File: config.mk
export PLATFORM = sky130hd
export DESIGN_NAME = pusch_scrambler_par_flat
export DESIGN_NICKNAME = d
export VERILOG_FILES = /design/src/rtl/pusch_scrambler_par_if.sv /design/src/rtl/pusch_scrambler_par.sv /design/src/flat_wrapper.sv
export SDC_FILE = /design/constraint.sdc
export NUM_CORES = 1
export LEC_CHECK = 0
export CORE_AREA = 4 4 82 161
export DETAILED_ROUTE_END_ITERATION = 6
export DIE_AREA = 0 0 86 165
export GPL_ROUTABILITY_DRIVEN = 0
export PLACE_DENSITY = 0.81
export REMOVE_ABC_BUFFERS = 1
export SETUP_SLACK_MARGIN = 0.15
export SYNTH_ARGS = -nofsm -noshare
export SYNTH_HDL_FRONTEND = slang
export SYNTH_SLANG_ARGS = --single-unit
File: constraint.sdc
create_clock -name clk_psc -period 5.2 [get_ports clk_psc]
set_input_delay 1.04 -clock clk_psc [delete_from_list [all_inputs] [get_ports clk_psc]]
set_output_delay 1.04 -clock clk_psc [all_outputs]
set_load 0.01 [all_outputs]
File: src/rtl/pusch_scrambler_par_if.sv
// pusch_scrambler_par_if
// Bundles the configuration, input stream, output stream and status signals of
// pusch_scrambler_par.
//   master : drives config/start, the input beat (in_data/in_valid) and out_ready
//   slave  : the scrambler; drives in_ready, out_data/out_valid/out_last and busy
// When PSC_PLACEHOLDER_EN is defined, an extra 2-bit-per-data-bit tag field
// (in_tag) travels with each input beat.
interface pusch_scrambler_par_if #(
  parameter int unsigned W     = 8,
  parameter int unsigned LEN_W = 20
);
  logic             start;
  logic             cfg_hl;
  logic [9:0]       n_id;
  logic [9:0]       n_cell_id;
  logic [15:0]      n_rnti;
  logic [LEN_W-1:0] e_len;
  logic [W-1:0]     in_data;
  logic             in_valid;
  logic             in_ready;
  logic [W-1:0]     out_data;
  logic             out_valid;
  logic             out_last;
  logic             out_ready;
  logic             busy;
`ifdef PSC_PLACEHOLDER_EN
  logic [2*W-1:0]   in_tag;
`endif

  modport master (
`ifdef PSC_PLACEHOLDER_EN
    output in_tag,
`endif
    output start, cfg_hl, n_id, n_cell_id, n_rnti, e_len, in_data, in_valid, out_ready,
    input  in_ready, out_data, out_valid, out_last, busy
  );

  modport slave (
`ifdef PSC_PLACEHOLDER_EN
    input  in_tag,
`endif
    input  start, cfg_hl, n_id, n_cell_id, n_rnti, e_len, in_data, in_valid, out_ready,
    output in_ready, out_data, out_valid, out_last, busy
  );
endinterface

File: src/rtl/pusch_scrambler_par.sv
// pusch_scrambler_par
// W-bit-parallel PUSCH scrambler: XORs each codeword bit with the Gold sequence
// c(n) = x1(n+NC) ^ x2(n+NC). START latches the configuration, the two LFSRs are
// warmed up NC bits (NC/W cycles), then input beats are scrambled with a
// one-entry output register and valid/ready handshaking on both sides.
// Ports:
//   clk_psc : clock
//   rst_psc : synchronous active-high reset
//   bus     : pusch_scrambler_par_if.slave (config, start, in/out streams, busy)
// Optional feature (macro PSC_PLACEHOLDER_EN): per-bit tags on in_tag select
// plain data (00/11), marker 'x' (01, output 1) or 'y' (10, repeat the
// previous output bit, chained across beats). Without the macro every bit is
// scrambled as data and in_tag does not exist.
module pusch_scrambler_par #(
  parameter int unsigned W     = 8,
  parameter int unsigned NC    = 1600,
  parameter int unsigned LEN_W = 20
) (
  input logic                   clk_psc,
  input logic                   rst_psc,
  pusch_scrambler_par_if.slave  bus
);

  localparam int unsigned WarmCycles = NC / W;
  localparam int unsigned WarmW      = $clog2(WarmCycles + 1);
  // One extra bit so counter + W never wraps for the largest E.
  localparam int unsigned CntW       = LEN_W + 1;

  typedef enum logic [1:0] {StIdle, StWarm, StRun} state_e;

  state_e           state_q;
  logic [WarmW-1:0] warm_q;
  logic [30:0]      x1_q, x2_q;
  logic [CntW-1:0]  cnt_q, len_q;
  logic             fin_q;       // last input beat already taken
  logic [W-1:0]     out_data_q;
  logic             out_valid_q, out_last_q, busy_q;
`ifdef PSC_PLACEHOLDER_EN
  logic             prev_q;      // last output bit of the previous beat, for 'y'
`endif

  logic [30:0]      c_init;
  logic [30:0]      x1_adv, x2_adv;
  logic [W-1:0]     c_bits;
  logic [W-1:0]     beat_raw, beat;
  logic [CntW-1:0]  remain;
  logic             in_ready, xfer, is_last;

  assign c_init = {bus.n_rnti, 15'b0} + 31'(bus.cfg_hl ? bus.n_id : bus.n_cell_id);

  // W unrolled LFSR steps; bit 0 of each state is the sequence value at the
  // current position, so c_bits[k] is c for the k-th bit of this beat.
  always_comb begin
    x1_adv = x1_q;
    x2_adv = x2_q;
    c_bits = '0;
    for (int k = 0; k < int'(W); k++) begin
      c_bits[k] = x1_adv[0] ^ x2_adv[0];
      x1_adv    = {x1_adv[3] ^ x1_adv[0], x1_adv[30:1]};
      x2_adv    = {x2_adv[3] ^ x2_adv[2] ^ x2_adv[1] ^ x2_adv[0], x2_adv[30:1]};
    end
  end

  assign in_ready = (state_q == StRun) && !fin_q && (!out_valid_q || bus.out_ready);
  assign xfer     = bus.in_valid && in_ready;
  assign is_last  = (cnt_q + CntW'(W)) >= len_q;
  assign remain   = len_q - cnt_q;

  always_comb begin
`ifdef PSC_PLACEHOLDER_EN
    logic prev_bit;
    prev_bit = prev_q;
    beat_raw = '0;
    for (int i = 0; i < int'(W); i++) begin
      case (bus.in_tag[2*i +: 2])
        2'b01:   beat_raw[i] = 1'b1;
        2'b10:   beat_raw[i] = prev_bit;
        default: beat_raw[i] = bus.in_data[i] ^ c_bits[i];
      endcase
      prev_bit = beat_raw[i];
    end
`else
    beat_raw = bus.in_data ^ c_bits;
`endif
    // Bits past the end of the codeword are zeroed on the final beat.
    beat = '0;
    for (int i = 0; i < int'(W); i++) begin
      beat[i] = (CntW'(i) < remain) ? beat_raw[i] : 1'b0;
    end
  end

  always_ff @(posedge clk_psc) begin
    if (rst_psc) begin
      state_q     <= StIdle;
      warm_q      <= '0;
      x1_q        <= '0;
      x2_q        <= '0;
      cnt_q       <= '0;
      len_q       <= '0;
      fin_q       <= 1'b0;
      out_data_q  <= '0;
      out_valid_q <= 1'b0;
      out_last_q  <= 1'b0;
      busy_q      <= 1'b0;
`ifdef PSC_PLACEHOLDER_EN
      prev_q      <= 1'b0;
`endif
    end else begin
      case (state_q)
        StIdle: begin
          if (bus.start) begin
            x1_q    <= 31'd1;
            x2_q    <= c_init;
            len_q   <= {1'b0, bus.e_len};
            cnt_q   <= '0;
            warm_q  <= '0;
            fin_q   <= 1'b0;
            busy_q  <= 1'b1;
            state_q <= StWarm;
`ifdef PSC_PLACEHOLDER_EN
            prev_q  <= 1'b0;
`endif
          end
        end
        StWarm: begin
          x1_q   <= x1_adv;
          x2_q   <= x2_adv;
          warm_q <= warm_q + 1'b1;
          if (warm_q == WarmW'(WarmCycles - 1)) state_q <= StRun;
        end
        StRun: begin
          if (out_valid_q && bus.out_ready) begin
            out_valid_q <= 1'b0;
            out_last_q  <= 1'b0;
            if (out_last_q) begin
              state_q <= StIdle;
              busy_q  <= 1'b0;
            end
          end
          // A new beat may load in the same cycle the old one drains.
          if (xfer) begin
            out_data_q  <= beat;
            out_valid_q <= 1'b1;
            out_last_q  <= is_last;
            fin_q       <= is_last;
            x1_q        <= x1_adv;
            x2_q        <= x2_adv;
            cnt_q       <= cnt_q + CntW'(W);
`ifdef PSC_PLACEHOLDER_EN
            prev_q      <= beat_raw[W-1];
`endif
          end
        end
        default: state_q <= StIdle;
      endcase
    end
  end

  assign bus.in_ready  = in_ready;
  assign bus.out_data  = out_data_q;
  assign bus.out_valid = out_valid_q;
  assign bus.out_last  = out_last_q;
  assign bus.busy      = busy_q;

endmodule

File: src/flat_wrapper.sv
// flat-port wrapper written by rule: the top's interface ports become plain ports
module pusch_scrambler_par_flat 
#(
  parameter int unsigned W     = 8,
  parameter int unsigned NC    = 1600,
  parameter int unsigned LEN_W = 20
)
  (clk_psc, rst_psc, bus_start, bus_cfg_hl, bus_n_id, bus_n_cell_id, bus_n_rnti, bus_e_len, bus_in_data, bus_in_valid, bus_out_ready, bus_in_ready, bus_out_data, bus_out_valid, bus_out_last, bus_busy);
  pusch_scrambler_par_if #(.W(W), .LEN_W(LEN_W)) bus_i ();
  input logic clk_psc;
  input logic rst_psc;
  input wire logic [$bits(bus_i.start)-1:0] bus_start;
  input wire logic [$bits(bus_i.cfg_hl)-1:0] bus_cfg_hl;
  input wire logic [$bits(bus_i.n_id)-1:0] bus_n_id;
  input wire logic [$bits(bus_i.n_cell_id)-1:0] bus_n_cell_id;
  input wire logic [$bits(bus_i.n_rnti)-1:0] bus_n_rnti;
  input wire logic [$bits(bus_i.e_len)-1:0] bus_e_len;
  input wire logic [$bits(bus_i.in_data)-1:0] bus_in_data;
  input wire logic [$bits(bus_i.in_valid)-1:0] bus_in_valid;
  input wire logic [$bits(bus_i.out_ready)-1:0] bus_out_ready;
  output wire logic [$bits(bus_i.in_ready)-1:0] bus_in_ready;
  output wire logic [$bits(bus_i.out_data)-1:0] bus_out_data;
  output wire logic [$bits(bus_i.out_valid)-1:0] bus_out_valid;
  output wire logic [$bits(bus_i.out_last)-1:0] bus_out_last;
  output wire logic [$bits(bus_i.busy)-1:0] bus_busy;
  assign bus_i.start = bus_start;
  assign bus_i.cfg_hl = bus_cfg_hl;
  assign bus_i.n_id = bus_n_id;
  assign bus_i.n_cell_id = bus_n_cell_id;
  assign bus_i.n_rnti = bus_n_rnti;
  assign bus_i.e_len = bus_e_len;
  assign bus_i.in_data = bus_in_data;
  assign bus_i.in_valid = bus_in_valid;
  assign bus_i.out_ready = bus_out_ready;
  assign bus_in_ready = bus_i.in_ready;
  assign bus_out_data = bus_i.out_data;
  assign bus_out_valid = bus_i.out_valid;
  assign bus_out_last = bus_i.out_last;
  assign bus_busy = bus_i.busy;
  pusch_scrambler_par #(.W(W), .NC(NC), .LEN_W(LEN_W)) u_core (.clk_psc(clk_psc), .rst_psc(rst_psc), .bus(bus_i));
endmodule
# == After elaboration in Yosys (flattened, before gate mapping) ==
# Cells that the tools add are included.
# word_totals
regBits,125
input_bits,70
output_inout_bits,12
# op_classes
add_sub_neg,4
n_lt_le_gt_ge,9
eq_ne,8
muxes,35
bitwise,41
n_reduce_logical,20
# op_table
cell,count
31-bit case mux with 3 select lines,2
31-bit two-way mux,4
3-bit by 21-bit less-than comparator with 1-bit output (first input constant),4
1-bit by 21-bit less-than comparator with 1-bit output (first input constant),2
2-bit by 21-bit less-than comparator with 1-bit output (first input constant),2
21-bit two-way mux,2
21-bit case mux with 2 select lines,1
1-bit XOR,40
31-bit adder,1
21-bit by 4-bit adder with 21-bit output (second input constant),1
21-bit by 20-bit >= comparator with 1-bit output,1
20-bit by 21-bit subtractor with 21-bit output,1
1-bit two-way mux,16
8-bit case mux with 2 select lines,1
10-bit two-way mux,1
8-bit by 1-bit adder with 8-bit output (second input constant),1
8-bit == test (second input constant),1
2-bit two-way mux,4
8-bit two-way mux,1
2-bit AND reduction,4
4-bit AND reduction,2
8-bit XOR,1
2-bit by 1-bit inequality test with 1-bit output (second input constant),3
2-bit case mux with 3 select lines,1
11 further kinds,20

# == Longest topological paths before layout ==
# logic_depth
depth_word,6
depth_mapped,13
ltp_nobuf,13

# == Least setup slack after synthesis ==
# Ideal clock, no wire load.
# synth_timing
path_type,register to register
startpoint,register u_core.cnt_q[3]
endpoint,register u_core.out_last_q (netlist: u_core.bus.out_last)
arrival_time_ps,2776
required_ps,5058
path_slack_ps,2282
path_stages_with_launch,14
n_path_buf,0
synth_period_minus_slack_ps,2918
path_cell_list,dfxtp_1 > ha_1 > nand3_1 > nor4_2 > nand3_1 > xnor2_1 > ha_1 > and4_1 > a221o_1 > a21o_1 > a221oi_1 > o21ai_1 > nand2_1 > a221oi_1
# synth_via
elab_chain_cells,3
# synth_lines
item,line_no,text
from (decl),pusch_scrambler_par.sv:34,"logic [CntW-1:0] cnt_q, len_q;"
from (signal assigned),pusch_scrambler_par.sv:148,cnt_q <= cnt_q + CntW'(W);
21-bit by 4-bit adder with 21-bit output,pusch_scrambler_par.sv:66,assign is_last = (cnt_q + CntW'(W)) >= len_q;
21-bit by 20-bit >= comparator with 1-bit output,pusch_scrambler_par.sv:66,
1-bit two-way mux,pusch_scrambler_par.sv:141,if (xfer) begin
to (signal assigned),pusch_scrambler_par.sv:144,out_last_q <= is_last;
to (decl),pusch_scrambler_par.sv:37,"logic out_valid_q, out_last_q, busy_q;"
# No other way between the ends.
# A chain may end at the register's enable or synchronous reset.

# == Final worst setup path ==
# layout_timing
startpoint,input port bus_out_ready
endpoint,output port bus_in_ready
# layout_via
elab_chain_cells,2
# layout_lines
item,line_no,text
from (decl),flat_wrapper.sv:20,input wire logic [$bits(bus_i.out_ready)-1:0] bus_out_ready;
1-bit logical OR,pusch_scrambler_par.sv:64,assign in_ready = (state_q == StRun) && !fin_q && (!out_valid_q || bus.out_ready);
1-bit logical AND,pusch_scrambler_par.sv:64,
to (decl),flat_wrapper.sv:21,output wire logic [$bits(bus_i.in_ready)-1:0] bus_in_ready;
# No other way between the ends.

==> impl_summary.txt <==
----------------------------------------------------
[Critical path]
  Sort of element at the start of the critical path ... primary input
  Most repeated library cell on the critical path ... sky130_fd_sc_hd__clkdlybuf4s50_1
  Series of cell instances along the critical path ... clkdlybuf4s50_1 -> nor2b_1 -> nor3b_2 -> clkdlybuf4s50_1
  Required time of the critical path ... 4.16 ns
  Arr. time, crit path ... ~2.4 ns
  Setup crit end kind ... output port
  Setup Crit Path Kind ... primary input to output port
  Largest stage delay, worst path ... 0.57 ns
  CP max stage cell ... sky130_fd_sc_hd__clkdlybuf4s50_1
  Worst-path maximum fanout ... 4

[Clocking]
  TritonCTS clock tree ... yes
  Clock root buffer ... sky130_fd_sc_hd__clkbuf_16
  Deepest level of the CTS H-tree ... 4
  Number of buffers added for setup after CTS ... 0
  Register clock-pin slew on the reported worst setup and hold paths ... 0.06 ns
  Total of cells resized after clock tree synthesis ... 0
  Number of CTS-inserted buffers ... 17
  CTS max path bufs ... 2
  Later-pin clock latency in the skew report ... between 0.4 and 0.5 ns
  Number of hold-repair buffers added at the cts stage ... 0
  Number of sinks handled by clock tree synthesis ... 122

[Die]
  Width of the chip ... 86 microns
  Floorplan row count ... between 50 and 60
  Total core area ... 12100 sq um
  Height of the die ... approximately 170 microns
  Initial core utilization ... 59.4%
  Die area ... roughly 14000 sq um
  Top Ports ... ~80

[Detailed routing]
  Vias per std cell ... 6.05
  Vias after detailed routing ... 6813
  Number of iterations in the first detailed-routing pass ... 6
  Number of nets with antenna violations after routing ... 0
  Count of unresolved DRC violations after routing ... 0
  Detailed-route wire length per cell ... 17.2 microns
  Initial drt markers ... 370
  Wire length reported by the detailed router ... 19.4 mm

[Yosys]
  Number of synthesized flops with an enable pin ... 0
  Number of distinct library cells after synthesis ... 66
  Yosys Warn Count ... 0
  Most instantiated flip-flop cell in the synthesis netlist ... sky130_fd_sc_hd__dfxtp_1
  Mapped Area ... 7150 sq um
  Combinational family with the most area after synthesis ... simple AND/OR/NAND/NOR gates
  Mapped Avg Cell Area ... 7.81 sq um
  Sequential cell area fraction in the yosys report ... 34.1%
  Post-Synth XOR/XNOR Area ... between 8 and 9%
  Simple-gate portion of the synthesized area ... 21.4%
  Seq cells post-synth ... 122
  Proportion of register bits with asynchronous set or reset after synthesis ... 0%
  Adder and majority cell fraction of the synthesized area ... 7.17%
  Portion of netlist area occupied by mux cells ... 3.24%
  Cell count after synthesis ... between 900 and 1000
  Compound-cell area share of the yosys netlist ... 19.8%

[Timing]
  Worst slew slack as a fraction of its limit ... between 30% and 40%
  Timing-limited maximum frequency ... 289 MHz
  Shortest clock period the worst path allows after layout ... 3.46 ns
  Setup_tns ... 0 ns
  Count of final setup violators ... 0
  Pins over their slew limit ... 0
  Worst Skew ... 0.00606 ns
  Fin crit share ... between 60% and 70%
  Pin slew with the least headroom to its limit ... 1.02 ns
  Number of hold violations in the final report ... 0
  Unrepaired setup endpoints after global routing ... false
  Minimum setup slack in the final design ... 1.74 ns

[GRT]
  Global router's overall resource usage ... 27.9%
  Global-route wire length before repair ... 31.1 mm
  Total gr overflow ... 0
  Largest net degree at the start of global routing ... between 50 and 60
  Antenna violations before repair ... 0
  Number of global-route vias before repair ... between 6000 and 7000

[Cells and area]
  Commonest non-fill, non-tap cell in the layout ... sky130_fd_sc_hd__nand2_1
  Post-synthesis to final-layout area growth ... 20.2%
  Top library cells by usage in the layout, fill and taps aside ... sky130_fd_sc_hd__nand2_1, sky130_fd_sc_hd__dfxtp_1, sky130_fd_sc_hd__a21oi_1, sky130_fd_sc_hd__clkdlybuf4s50_1, sky130_fd_sc_hd__nor2_1
  Area taken by flip-flops and latches ... 2440 sq um
  Antenna cell count ... 0
  Finished Layout Cells ... 1127
  Fraction of layout instances using a drive strength above 1 ... 6.43%
  Final Net Count ... 1078
  Multi-input logic area ... 4340 sq um
  Fillers ... 976

[Placed design]
  Detailed-placement wirelength estimate ... between 10 and 15 mm
  Place WS ... approximately 1.5 ns
  I/O Buffers ... 81
  Number of placed instances, taps included ... ~1100

[Power]
  Power per cell area ... approximately 340 nW/um^2
  VDD IR max ... 0.292 mV
  Static leakage power ... 0.00327 uW

[Hold path]
  Classification of the worst-slack hold path ... flip-flop to flip-flop

[Job]
  Max-cap violations ... 0

[Status]
  Result of the run ... completed

----------------------------------------------------
==> metrics by stage <==
stage	cell area, sq um	util (%)	total power (uW)	hold WS [ns]
finish	8600	71.3	2910	0.451
global route	8600	71.3	3030	0.468
CTS	8600	71.3	2910	0.451
detailed placement	7990	66.3	1690	0.443
global placement	7990	66.3	1680	0.438
floorplan	6920	-	1480	0.425
==> registers in the layout (all words and copies together), names as in the netlist <==
name / count
u_core.bus.busy: 1
u_core.bus.out_data: 8
u_core.bus.out_last: 1
u_core.bus.out_valid: 1
u_core.cnt_q: 18
u_core.fin_q: 1
u_core.len_q: 20
u_core.state_q: 2
u_core.warm_q: 8
u_core.x1_q: 31
u_core.x2_q: 31
==> critical path: cells and delay by family <==
| kind | cells | cell delay, ns |
|---|---|---|
| AND/OR/NAND/NOR | 2 | 0.29 |
| buffers and inverters | 2 | 1.09 |
==> area by class of cell <==
cell class | instances | share of cell area (%)
tap | 147 | 2.14
sequential | 122 | 28.4
multi-input combinational | 695 | 50.4
clock inverter | 15 | 2.10
clock buffer | 17 | 4.95
inverter | 41 | 1.79
timing repair buffer | 90 | 10.2
==> report_power, final <==
part	internal (uW)	leakage [uW]	switching [uW]
Combinational	265	0.00198	393
Sequential	982	0.000991	43.7
Clock	725	0.000295	498
Total	1970	0.00327	935
==> layer usage <==
layer	track usage (%)	vias to the layer above	wire [microns]
met1	26.1	3191	6720
met4	20.2	0	1400
met2	51.8	243	10400
met5	0	-	0
met3	5.94	98	887
li1	-	3281	-
==> cell usage after synthesis (17+ instances only) <==
cell                       count  share of area [%]
sky130_fd_sc_hd__nand3_1      54                3.8
sky130_fd_sc_hd__nand2_1     156                8.2
sky130_fd_sc_hd__xor2_1       27                3.3
sky130_fd_sc_hd__inv_1        38                2.0
sky130_fd_sc_hd__clkbuf_1     42                2.2
sky130_fd_sc_hd__dfxtp_1     122                 34
sky130_fd_sc_hd__o21ai_0      25                1.7
sky130_fd_sc_hd__a21oi_1     107                7.5
sky130_fd_sc_hd__a211oi_1     17                1.8
sky130_fd_sc_hd__xnor2_1      44                5.4
sky130_fd_sc_hd__mux2i_1      22                3.1
sky130_fd_sc_hd__nor2_1       59                3.1
sky130_fd_sc_hd__ha_1         41                7.2
==> final timing paths <==
kind	start	end	slack (ns)	depth (start not counted)
worst max-delay path	bus_out_ready	bus_in_ready	1.74	4
worst min register to register	u_core.x2_q[13]	u_core.x2_q[13]	0.45	2
worst min-delay path	u_core.x2_q[13]	u_core.x2_q[13]	0.45	2
worst max register to register	u_core.cnt_q[3]	u_core.bus.out_last	1.81	13
==> cells by family after synthesis <==
logic type,after synthesis
adders and majority gates,41
and+or+nand+nor,329
buffers and inverters,99
muxes,23
DFF,122
xor gates and xnor gates,71
AOI/OAI and AO/OA,229
other,2
(Power assumes the default switching activity.)
